==> config.mk <==
export PLATFORM = sky130hd
export DESIGN_NAME = uart_byte_tx
export DESIGN_NICKNAME = d
export VERILOG_FILES = /design/src/rtl/uart_pkg.sv /design/src/rtl/uart_baud_gen.sv /design/src/rtl/uart_byte_tx.sv
export SDC_FILE = /design/constraint.sdc
export NUM_CORES = 1
export LEC_CHECK = 0
export BUFFER_PORTS_ARGS = -buffer_cell sky130_fd_sc_hd__buf_2
export CORE_MARGIN = 2
export CORE_UTILIZATION = 45
export DETAILED_ROUTE_END_ITERATION = 8
export GPL_TIMING_DRIVEN = 0
export PLACE_DENSITY_LB_ADDON = 0.12
export SYNTH_ARGS = -nofsm -noshare
export SYNTH_HDL_FRONTEND = slang
export SYNTH_SLANG_ARGS = --single-unit
export TNS_END_PERCENT = 20
==> constraint.sdc <==
create_clock -name clk -period 6.83 [get_ports clk]
set_input_delay 0 -clock clk [delete_from_list [all_inputs] [get_ports clk]]
set_output_delay 0 -clock clk [all_outputs]
set_load 0.01 [all_outputs]
==> src/rtl/uart_pkg.sv <==
// uart_pkg: shared FSM encoding and frame constants for the byte transmitter
package uart_pkg;
  typedef enum logic [2:0] {
    IDLE   = 3'd0,
    START  = 3'd1,
    DATA   = 3'd2,
    PARITY = 3'd3,
    STOP   = 3'd4
  } state_t;
  localparam int   DATA_BITS = 8;
  localparam logic START_LVL = 1'b0;
  localparam logic STOP_LVL  = 1'b1;
  function automatic logic even_parity(input logic [DATA_BITS-1:0] b);
    return ^b;
  endfunction
endpackage

==> src/rtl/uart_baud_gen.sv <==
// uart_baud_gen: bit-period counter emitting a one-cycle tick every CLKS_PER_BIT enabled cycles
module uart_baud_gen #(
  parameter int CLKS_PER_BIT = 16
) (
  input  logic clk,
  input  logic rst_n,
  input  logic restart,
  input  logic en,
  output logic tick
);
  localparam int CW = $clog2(CLKS_PER_BIT);
  logic [CW-1:0] cnt;
  assign tick = en && !restart && (cnt == CW'(CLKS_PER_BIT - 1));
  always_ff @(posedge clk or negedge rst_n) begin
    if (!rst_n) cnt <= '0;
    else if (restart) cnt <= '0;
    else if (en) cnt <= tick ? '0 : cnt + 1'b1;
  end
endmodule

==> src/rtl/uart_byte_tx.sv <==
// uart_byte_tx: FIFO-buffered 8N1 serialiser; define UART_BYTE_TX_PARITY_EN for an even parity bit (8E1)
module uart_byte_tx
  import uart_pkg::*;
#(
  parameter int CLKS_PER_BIT = 16,
  parameter int FIFO_DEPTH   = 4
) (
  input  logic       clk,
  input  logic       rst_n,
  input  logic [7:0] in_data,
  input  logic       in_valid,
  output logic       in_ready,
  output logic       tx,
  output logic       busy
);
  localparam int AW = $clog2(FIFO_DEPTH);
  logic [7:0] mem [FIFO_DEPTH];
  logic [AW:0] wr_ptr, rd_ptr, wr_n, rd_n;
  logic full, empty, push, pop, tick, tx_n, busy_n;
  logic [7:0] head, shift, shift_n;
  logic [2:0] idx, idx_n;
  state_t state, state_n;
  assign full     = (wr_ptr[AW] != rd_ptr[AW]) && (wr_ptr[AW-1:0] == rd_ptr[AW-1:0]);
  assign empty    = wr_ptr == rd_ptr;
  assign in_ready = !full;
  assign push     = in_valid && !full;
  assign wr_n     = wr_ptr + (AW+1)'(push);
  assign rd_n     = rd_ptr + (AW+1)'(pop);
  // An empty FIFO at the stop-bit tick forwards a simultaneous push straight into the next frame
  assign head     = empty ? in_data : mem[rd_ptr[AW-1:0]];
  always_ff @(posedge clk) begin
    if (push) mem[wr_ptr[AW-1:0]] <= in_data;
  end
  uart_baud_gen #(.CLKS_PER_BIT(CLKS_PER_BIT)) u_baud (
    .clk    (clk),
    .rst_n  (rst_n),
    .restart(state == IDLE),
    .en     (state != IDLE),
    .tick   (tick)
  );
  always_comb begin
    state_n = state;
    shift_n = shift;
    idx_n   = idx;
    pop     = 1'b0;
    case (state)
      IDLE: if (!empty) begin
        state_n = START;
        shift_n = head;
        pop     = 1'b1;
      end
      START: if (tick) begin
        state_n = DATA;
        idx_n   = '0;
      end
      DATA: if (tick) begin
        shift_n = shift >> 1;
        idx_n   = idx + 1'b1;
`ifdef UART_BYTE_TX_PARITY_EN
        if (idx == 3'(DATA_BITS - 1)) state_n = PARITY;
`else
        if (idx == 3'(DATA_BITS - 1)) state_n = STOP;
`endif
      end
`ifdef UART_BYTE_TX_PARITY_EN
      PARITY: if (tick) state_n = STOP;
`endif
      STOP: if (tick) begin
        state_n = (!empty || push) ? START : IDLE;
        shift_n = (!empty || push) ? head : shift;
        pop     = !empty || push;
      end
      default: state_n = IDLE;
    endcase
  end
`ifdef UART_BYTE_TX_PARITY_EN
  logic par, par_n;
  assign par_n = pop ? even_parity(head) : par;
  always_ff @(posedge clk or negedge rst_n) begin
    if (!rst_n) par <= 1'b0;
    else par <= par_n;
  end
  assign tx_n = state_n == START ? START_LVL : state_n == DATA ? shift_n[0] :
                state_n == PARITY ? par_n : STOP_LVL;
`else
  assign tx_n = state_n == START ? START_LVL : state_n == DATA ? shift_n[0] : STOP_LVL;
`endif
  assign busy_n = (state_n != IDLE) || (wr_n != rd_n);
  always_ff @(posedge clk or negedge rst_n) begin
    if (!rst_n) begin
      state  <= IDLE;
      shift  <= '0;
      idx    <= '0;
      wr_ptr <= '0;
      rd_ptr <= '0;
      tx     <= STOP_LVL;
      busy   <= 1'b0;
    end else begin
      state  <= state_n;
      shift  <= shift_n;
      idx    <= idx_n;
      wr_ptr <= wr_n;
      rd_ptr <= rd_n;
      tx     <= tx_n;
      busy   <= busy_n;
    end
  end
endmodule

==> impl_metrics.toml <==
[outcome]
status = "finished, final reports clean"

[placement]
dp_hpwl_um = 3620
finalWeightedCongestion = 0.826
dp_slack_ns = 4.03
portBuffers = 13

[grt]
grt_max_degree = 27
overflow = 0
grt_pass1_vias = 1733
grt_pass1_wl_um = 8880
antenna_found_initial = 0
grtUsageTotal = 0.187

[power_and_ir_drop]
vdd_ir_drop_max_uv = 223
leakage_nw = 1.25
powerDensity_nw_per_um2 = 297

[timing]
setup_ws_ns = 4.00
hold_slack_ns = 0.0639
rsz0062_at_grt = "no"
fin_crit_sh = 0.414
setup_tns_ns = 0
hold_violations = 0
slew_headroom = 0.487
slew_violations = 0
layout_min_cycle_time_ns = 2.83
setup_violations = 0
fmax_mhz = 354
tightest_slew_ns = 0.762
fin_worst_skew_ns = 0.00952

[logic_synthesis]
yosysWarnings = 0
synthAdderAreaFrac = 0.0321
synthSimpleGateAreaFrac = 0.0839
synth_top_area_frac = 0.352
synth_xor_area_frac = 0.0468
synth_edf_count = 32
syn_inst = 181
synth_top_family_by_area = "multiplexers"
synthesis.nets = 199
netlist_area_um2 = 2730
ys.flop_type = "edfxtp_1"
synth_top_area_cell = "edfxtp_1"
synth_cell_types = 49
seq_area_frac_synth = 0.591
synth_compound_area_frac = 0.103
postSynthAreaPerCell_um2 = 15.1
yosys_register_bits = 58
synth_area_leaders = "edfxtp_1 (35%), dfrtp_1 (23%), mux4_1 (7.7%)"
synth-async-reset-ratio = 0.448
synth_mux_area_frac = 0.118

[hold_path]
whs_path_depth = 3
hp-class = "in2reg"
hold_end = "state[0]"
hold_path_startpoint = "in_valid"

[worst_setup_path]
critPathRequiredTime_ns = 7.05
reg2reg_to = "busy"
rr_worst_depth = 10
arrival_ns = 3.05
worst-setup-path-type = "reg2reg"
crit_fanout = 10
cp-end-kind = "flip-flop"
cp-start-kind = "flip-flop"
r2r_start = "rd_ptr[0]"
r2r_slack_ns = 4.00
crit_path_start = "rd_ptr[0]"

[clock_network]
cts_buffer_depth = 2
cts_tree = "built"
cts_resized = 0
cts_buffers = 9
cts.sinks = 58
postCtsSetupBuffers = 0
root_buffer = "clkbuf_8"
insertion_delay_ns = 0.34
cts_htree_levels = 3
clkTransAtPathRegs_ns = 0.07

[die]
die_x_um = 81.9
die_area_um2 = 6700
die_y_um = 81.9
core_area_um2 = 5890
initial_core_util = 0.463
rows = 28
ioPinCount = 14

[route]
drtIter0Drc = 175
routed_wl_um = 5420
wire_per_inst_um = 18.4
drt.antenna.violating_nets = 0
drc = 0
viasPerCell = 5.69
vias = 1679
first_pass_iters = 5

[finish]
drive_gt1_frac = 0.264
fin_nets = 233
syn_to_final_growth_pct = 16.9
fillers = 487
diodes = 0

[job]
cap_viol_max_count = 0
-- stage by stage --
step / power, mW / utilization / std cells / instance area [um^2]
final: 0.946 / 0.542 / 295 / 3190
after detailed placement: 0.632 / 0.490 / 269 / 2890
after floorplan: 0.578 / - / 181 / 2730
after global placement: 0.618 / 0.490 / 269 / 2890
after global routing: 0.991 / 0.542 / 295 / 3190
after CTS: 0.950 / 0.539 / 294 / 3170
-- critical path, cell delays in order, from the launching register on --
cell,delay [ns]
dfrtp_1,0.40
buf_6,0.16
xor2_2,0.20
a2111oi_2,0.50
nor2_2,0.22
ha_1,0.24
ha_1,0.21
xnor2_1,0.21
xnor2_1,0.14
o2111ai_1,0.13
a311o_1,0.29
-- cells by family after synthesis --
kind of cell             after synthesis
adder cells (fa/ha/maj)                7
XOR/XNOR                              12
multiplexers                          16
AO/OA/AOI/OAI                         36
AND/OR/NAND/NOR                       41
buffers and inverters                 11
flip-flops                            58
-- state kept, by name (all words and copies together) (netlist names) --
name and cells:
idx 3, shift 8, state 3, u_baud.cnt 4, rd_ptr 3, tx 1, wr_ptr 3, mem 32
busy 1
-- placed cells by master (no fill, tap or decap), drive strengths merged, types with 2 or more instances in the layout --
cell type	count
a211oi	2
a21oi	6
a221o	6
a22oi	3
and2	7
and3	2
buf	17
clkbuf	14
clkinv	5
dfrtp	25
dlygate4sd3	9
edfxtp	32
ha	7
inv	3
mux2	7
mux4	8
nand2	9
nand3	3
nor2	5
nor3	4
nor3b	2
nor4	3
o2111ai	2
o21ai	6
or3	3
xnor2	7
xor2	5
-- how the worst max path moves through the flow --
stage,end
after CTS,busy
final,busy
after detailed placement,busy
after global placement,busy
after global routing,busy
after floorplan,busy
-- power breakdown --
part	total [mW]	internal (mW)	switching, mW
clock	0.315	0.175	0.140
sequential	0.447	0.422	0.0247
combinational	0.183	0.0848	0.0987
-- metal layers --
| metal | share of wire | up-vias | global-route usage |
|---|---|---|---|
| met5 | 0 | - | 0 |
| met4 | 0.0094 | 0 | 0.0767 |
| met3 | 0.034 | 4 | 0.0560 |
| met2 | 0.50 | 35 | 0.295 |
| met1 | 0.46 | 853 | 0.241 |
| li1 | - | 787 | - |
-- cell type report --
| type | instances | area, um^2 | area share |
|---|---|---|---|
| flip-flops and latches | 58 | 1610 | 0.506 |
| multi-input cells | 112 | 1060 | 0.332 |
| repair buffers | 23 | 163 | 0.0510 |
| clock buffers | 10 | 138 | 0.0432 |
| well taps | 75 | 93.8 | 0.0294 |
| clock inverters | 6 | 56.3 | 0.0177 |
| plain buffers | 7 | 52.6 | 0.0165 |
| inverters | 4 | 15.0 | 0.00471 |
-- cells in the mapped netlist (4+ instances only) --
master	n
nor3_1	4
mux4_1	8
nor2_1	4
mux2_4	6
a221o_1	6
xnor2_1	7
and2_2	6
o21ai_0	6
nand2_1	9
dfrtp_1	25
a21oi_1	6
ha_1	7
edfxtp_1	32
-- timing repair --
item / 4_1_cts / 5_1_grt
endpoints found under the setup margin: 0 / 0
hold endpoints to repair: 57 / 0
hold buffers: 9 / 0
Power figures use the tool's default switching activity.
